File: src/rtl/sm4_axis_s.sv
// AXI4-Stream slave front end for the SM4 core: gathers a 9-beat frame
// (header, 128-bit key, 128-bit data) and flags frame start and completion.
module sm4_axis_s (
  input  logic         S_AXIS_ACLK,
  input  logic         S_AXIS_ARESETN,
  output logic         S_AXIS_TREADY,
  input  logic [31:0]  S_AXIS_TDATA,
  input  logic [3:0]   S_AXIS_TSTRB,
  input  logic         S_AXIS_TLAST,
  input  logic         S_AXIS_TVALID,
  output logic         isdec,
  output logic         start_input,
  output logic         end_input,
  output logic [127:0] datain,
  output logic [127:0] mkin
);

  // state   | meaning
  // ST_HDR  | waiting for the header beat (beat 0)
  // ST_KEY  | collecting master key words (beats 1..4)
  // ST_DATA | collecting data words (beats 5..8)
  typedef enum logic [1:0] {ST_HDR, ST_KEY, ST_DATA} state_t;

  state_t       state, state_next;
  logic [3:0]   beat_cnt, beat_cnt_next;
  logic [127:0] key_sh, data_sh;
  logic         isdec_next;
  logic         accept, abort;
  logic         start_d, end_d, key_shift, data_shift;

  // Strobes carry no information for this block.
  logic unused_tstrb;
  assign unused_tstrb = ^S_AXIS_TSTRB;

  assign S_AXIS_TREADY = ~S_AXIS_ARESETN;
  assign accept        = S_AXIS_TVALID & S_AXIS_TREADY;
  assign abort         = accept & S_AXIS_TLAST & (beat_cnt != 4'd8);

  always_ff @(posedge S_AXIS_ACLK or posedge S_AXIS_ARESETN) begin
    if (S_AXIS_ARESETN) begin
      state    <= ST_HDR;
      beat_cnt <= 4'd0;
    end else begin
      state    <= state_next;
      beat_cnt <= beat_cnt_next;
    end
  end

  always_comb begin
    state_next    = state;
    beat_cnt_next = beat_cnt;
    if (abort) begin
      state_next    = ST_HDR;
      beat_cnt_next = 4'd0;
    end else if (accept) begin
      beat_cnt_next = (beat_cnt == 4'd8) ? 4'd0 : beat_cnt + 4'd1;
      case (state)
        ST_HDR:  state_next = ST_KEY;
        ST_KEY:  if (beat_cnt == 4'd4) state_next = ST_DATA;
        ST_DATA: if (beat_cnt == 4'd8) state_next = ST_HDR;
        default: state_next = ST_HDR;
      endcase
    end
  end

  always_comb begin
    start_d    = 1'b0;
    end_d      = 1'b0;
    key_shift  = 1'b0;
    data_shift = 1'b0;
    if (accept && !abort) begin
      case (state)
        ST_HDR:  start_d = 1'b1;
        ST_KEY:  key_shift = 1'b1;
        ST_DATA: begin
          data_shift = 1'b1;
          end_d      = (beat_cnt == 4'd8);
        end
        default: ;
      endcase
    end
  end

  // The last data word goes straight to datain alongside the shadow copy.
  always_ff @(posedge S_AXIS_ACLK or posedge S_AXIS_ARESETN) begin
    if (S_AXIS_ARESETN) begin
      key_sh      <= '0;
      data_sh     <= '0;
      isdec_next  <= 1'b0;
      isdec       <= 1'b0;
      mkin        <= '0;
      datain      <= '0;
      start_input <= 1'b0;
      end_input   <= 1'b0;
    end else begin
      start_input <= start_d;
      end_input   <= end_d;
      if (start_d)    isdec_next <= S_AXIS_TDATA[0];
      if (key_shift)  key_sh     <= {key_sh[95:0], S_AXIS_TDATA};
      if (data_shift) data_sh    <= {data_sh[95:0], S_AXIS_TDATA};
      if (end_d) begin
        mkin   <= key_sh;
        datain <= {data_sh[95:0], S_AXIS_TDATA};
        isdec  <= isdec_next;
      end
    end
  end

endmodule

File: config.mk
export PLATFORM = sky130hd
export DESIGN_NAME = sm4_axis_s
export DESIGN_NICKNAME = d
export VERILOG_FILES = /design/src/rtl/sm4_axis_s.sv
export SDC_FILE = /design/constraint.sdc
export NUM_CORES = 1
export LEC_CHECK = 0
export BUFFER_PORTS_ARGS = -buffer_cell sky130_fd_sc_hd__buf_4
export CAP_MARGIN = 20
export CORE_ASPECT_RATIO = 1.4
export CORE_MARGIN = 2
export CORE_UTILIZATION = 40
export DETAILED_ROUTE_END_ITERATION = 8
export GPL_TIMING_DRIVEN = 0
export SLEW_MARGIN = 25
export SYNTH_ARGS = -nofsm -noshare
export SYNTH_HDL_FRONTEND = slang
export SYNTH_SLANG_ARGS = --single-unit
File: constraint.sdc
create_clock -name S_AXIS_ACLK -period 29.4 [get_ports S_AXIS_ACLK]
set_input_delay 1.47 -clock S_AXIS_ACLK [delete_from_list [all_inputs] [get_ports S_AXIS_ACLK]]
set_output_delay 1.47 -clock S_AXIS_ACLK [all_outputs]
set_load 0.02 [all_outputs]
==> results.toml <==
[sta]
period_share = 0.149
fin_crit_ns = 4.38
worst_pin_slew_ns = 0.688
max_freq_mhz = 228
skew_ns = 0.0151
finalHoldViolCount = 0
rsz0062_at_grt = "no"
tns_ns = 0
setup_viol = 0
hold_slack_ns = 0.484
relSlewSlack = 0.541
layout_setup_ws_ns = 25.02
drv_slew = 0

[cts]
path_clk_slew_ns = 0.05
ctsHtreeMaxLevel = 2
numCtsBuffers = 48
post_cts_buffers = 0
clock_latency_ns = 0.55
clock_path_buffers = 3
cts_tree = "yes"
cts-root-buf = "clkbuf_16"
cts_sinks = 490
cts_resized = 0
postCtsHoldBufs = 0

[grt]
first_global_vias = 10500
antenna_found_initial = 1
gr-total-overflow = 0
grtUsageTotal = 0.179
grt_max_degree = 103
grt_pass1_wl_mm = 65.5

[critical_path]
start_kind = "input port"
worstPathArrival_ns = 2.91
r2r-start = "beat_cnt[0]"
cpLargestDelayFamily = "buffers and inverters"
path_max_fanout = 92
crit_slowest_cell = "buf_16"
cpPeakStageDelay_ns = 0.39
crit_type = "input port to output port"
worstPathRequired_ns = 27.93
end_kind = "output port"
crit_buf_inv = 5
path_cells = "buf_4 -> inv_8 -> buf_16 -> buf_16 -> buf_4"
crit_start = "S_AXIS_ARESETN"

[synthesis]
yosysTopAreaCell = "dfrtp_1"
seq_area_frac_synth = 0.661
synthTopCellsByCount = "dfrtp_1 (490), mux2_2 (272), mux2_1 (200)"
syn_area_um2 = 18600
avgSynthCellArea_um2 = 17.5
synth_most_common_cell = "dfrtp_1"
netlist_instances = 1062
ys_ff_latch = 490
syn_nets = 1104
synth_area_leaders = "dfrtp_1 (66%), mux2_2 (17%), mux2_1 (12%)"
async_reset_ff_frac = 1.00
synth_top_area_frac = 0.661
synth_cell_types = 33
synth-edff-count = 0
ys_warn_count = 0
ys.flop_type = "dfrtp_1"

[pwr]
max-vdd-ir-drop_mv = 0.0486
p_total_mw = 1.66
powerDensity_nw_per_um2 = 71.9
p_leak_nw = 12.0

[detailed_routing]
finalWirelength_mm = 42.3
antenna_left = 0
wl_per_cell_um = 20.5
drc = 0
firstDrtPassIters = 4
drt_iter0_drc = 399
avgViaCountPerCell = 4.80
vias = 9898

[die]
start_util = 0.404
die_width_um = 186
die_area_um2 = 48200
rows = 93
die_height_um = 259
io_pins = 300
fp.coreArea_um2 = 46000

[place]
pre_cts_ws_ns = 24.99
portBuffers = 294
place_congestion = 0.799
place_inst = 1978
placed_cell_area_um2 = 21700
hpwl_mm = 30.8

[worst_hold_path]
hold_class = "flop to flop"
hp-start = "datain[32]"

[run]
maxCapViolations = 0

[finish]
final_cells = 2062
num-nets-final = 1453
areaGrowthSynthToFinish_pct = 24.7
fin_area_um2 = 23100
antenna_cells = 0
final_util = 0.504
drive_above_1_share = 0.488

[outcome]
status = "completed"
layout make-up:
class                           instances  area, um^2
Timing Repair Buffer                  299        2340
Sequential cell                       490       12300
Clock inverter                          7        35.0
Clock buffer                           77        1420
Tap cell                              617         772
Multi-Input combinational cell        511        5710
Buffer                                 55         566
Inverter                                6        35.0
Fill cell                            3922       22800
state kept, by name (all words and copies together) (netlist names):
name and flops:
beat_cnt 4, data_sh 96, datain 128, end_input 1, isdec 1, isdec_next 1
key_sh 128, mkin 128, start_input 1, state 2
routing by layer:
layer / up-vias / wire (um) / GRT usage
li1: 4483 / - / -
met3: 71 / 1840 / 0.0320
met5: - / 0 / 0
met4: 0 / 1450 / 0.0663
met1: 5133 / 17800 / 0.230
met2: 211 / 21200 / 0.302
report_power, final:
| group | leakage, nW | switching [mW] | internal (mW) |
|---|---|---|---|
| clock | 0.718 | 0.248 | 0.329 |
| combinational | 4.73 | 0.0871 | 0.120 |
| sequential | 6.58 | 0.0878 | 0.792 |
worst register-to-register path, delay by kind of cell, from the launching register on:
family	cells	cell delay, ns
DFF	1	0.42
AOI/OAI and AO/OA	1	0.64
muxes	1	0.36
and+or+nand+nor	1	0.17
buffers and inverters	3	0.75
adders and majority gates	1	0.24
placed cells by master, fill, tap and decap left out, types with 2 or more instances in the layout:
master / n
a22o_1: 2
nand2b_1: 3
ha_1: 2
mux2_1: 200
buf_6: 4
clkbuf_16: 49
clkbuf_8: 9
dfrtp_1: 490
nor2_1: 3
inv_1: 4
nand3_1: 2
buf_12: 2
a21oi_1: 2
buf_4: 309
buf_2: 12
mux2_2: 272
clkbuf_1: 21
mux2_4: 10
clkinv_2: 7
buf_8: 20
buf_16: 5
kinds of logic (layout without fill, tap and decap cells):
logic type | after synthesis | in the layout | share of synthesized area
muxes | 482 | 482 | 0.294
adders and majority gates | 2 | 2 | 0.00135
buffers and inverters | 61 | 444 | 0.0319
DFF | 490 | 490 | 0.661
AOI/OAI and AO/OA | 11 | 11 | 0.00573
and+or+nand+nor | 16 | 16 | 0.00600
path summary, 6_finish.rpt:
check	slack [ns]	depth (start not counted)	endpoint
worst max-delay path	25.02	5	S_AXIS_TREADY
worst min-delay path	0.48	1	datain[32]
worst max register to register	26.70	7	data_sh[38]
worst min register to register	0.48	1	datain[32]
max in group asynchronous	27.29	4	data_sh[62]
min in group asynchronous	0.86	2	mkin[107]
Power figures use the tool's default switching activity.
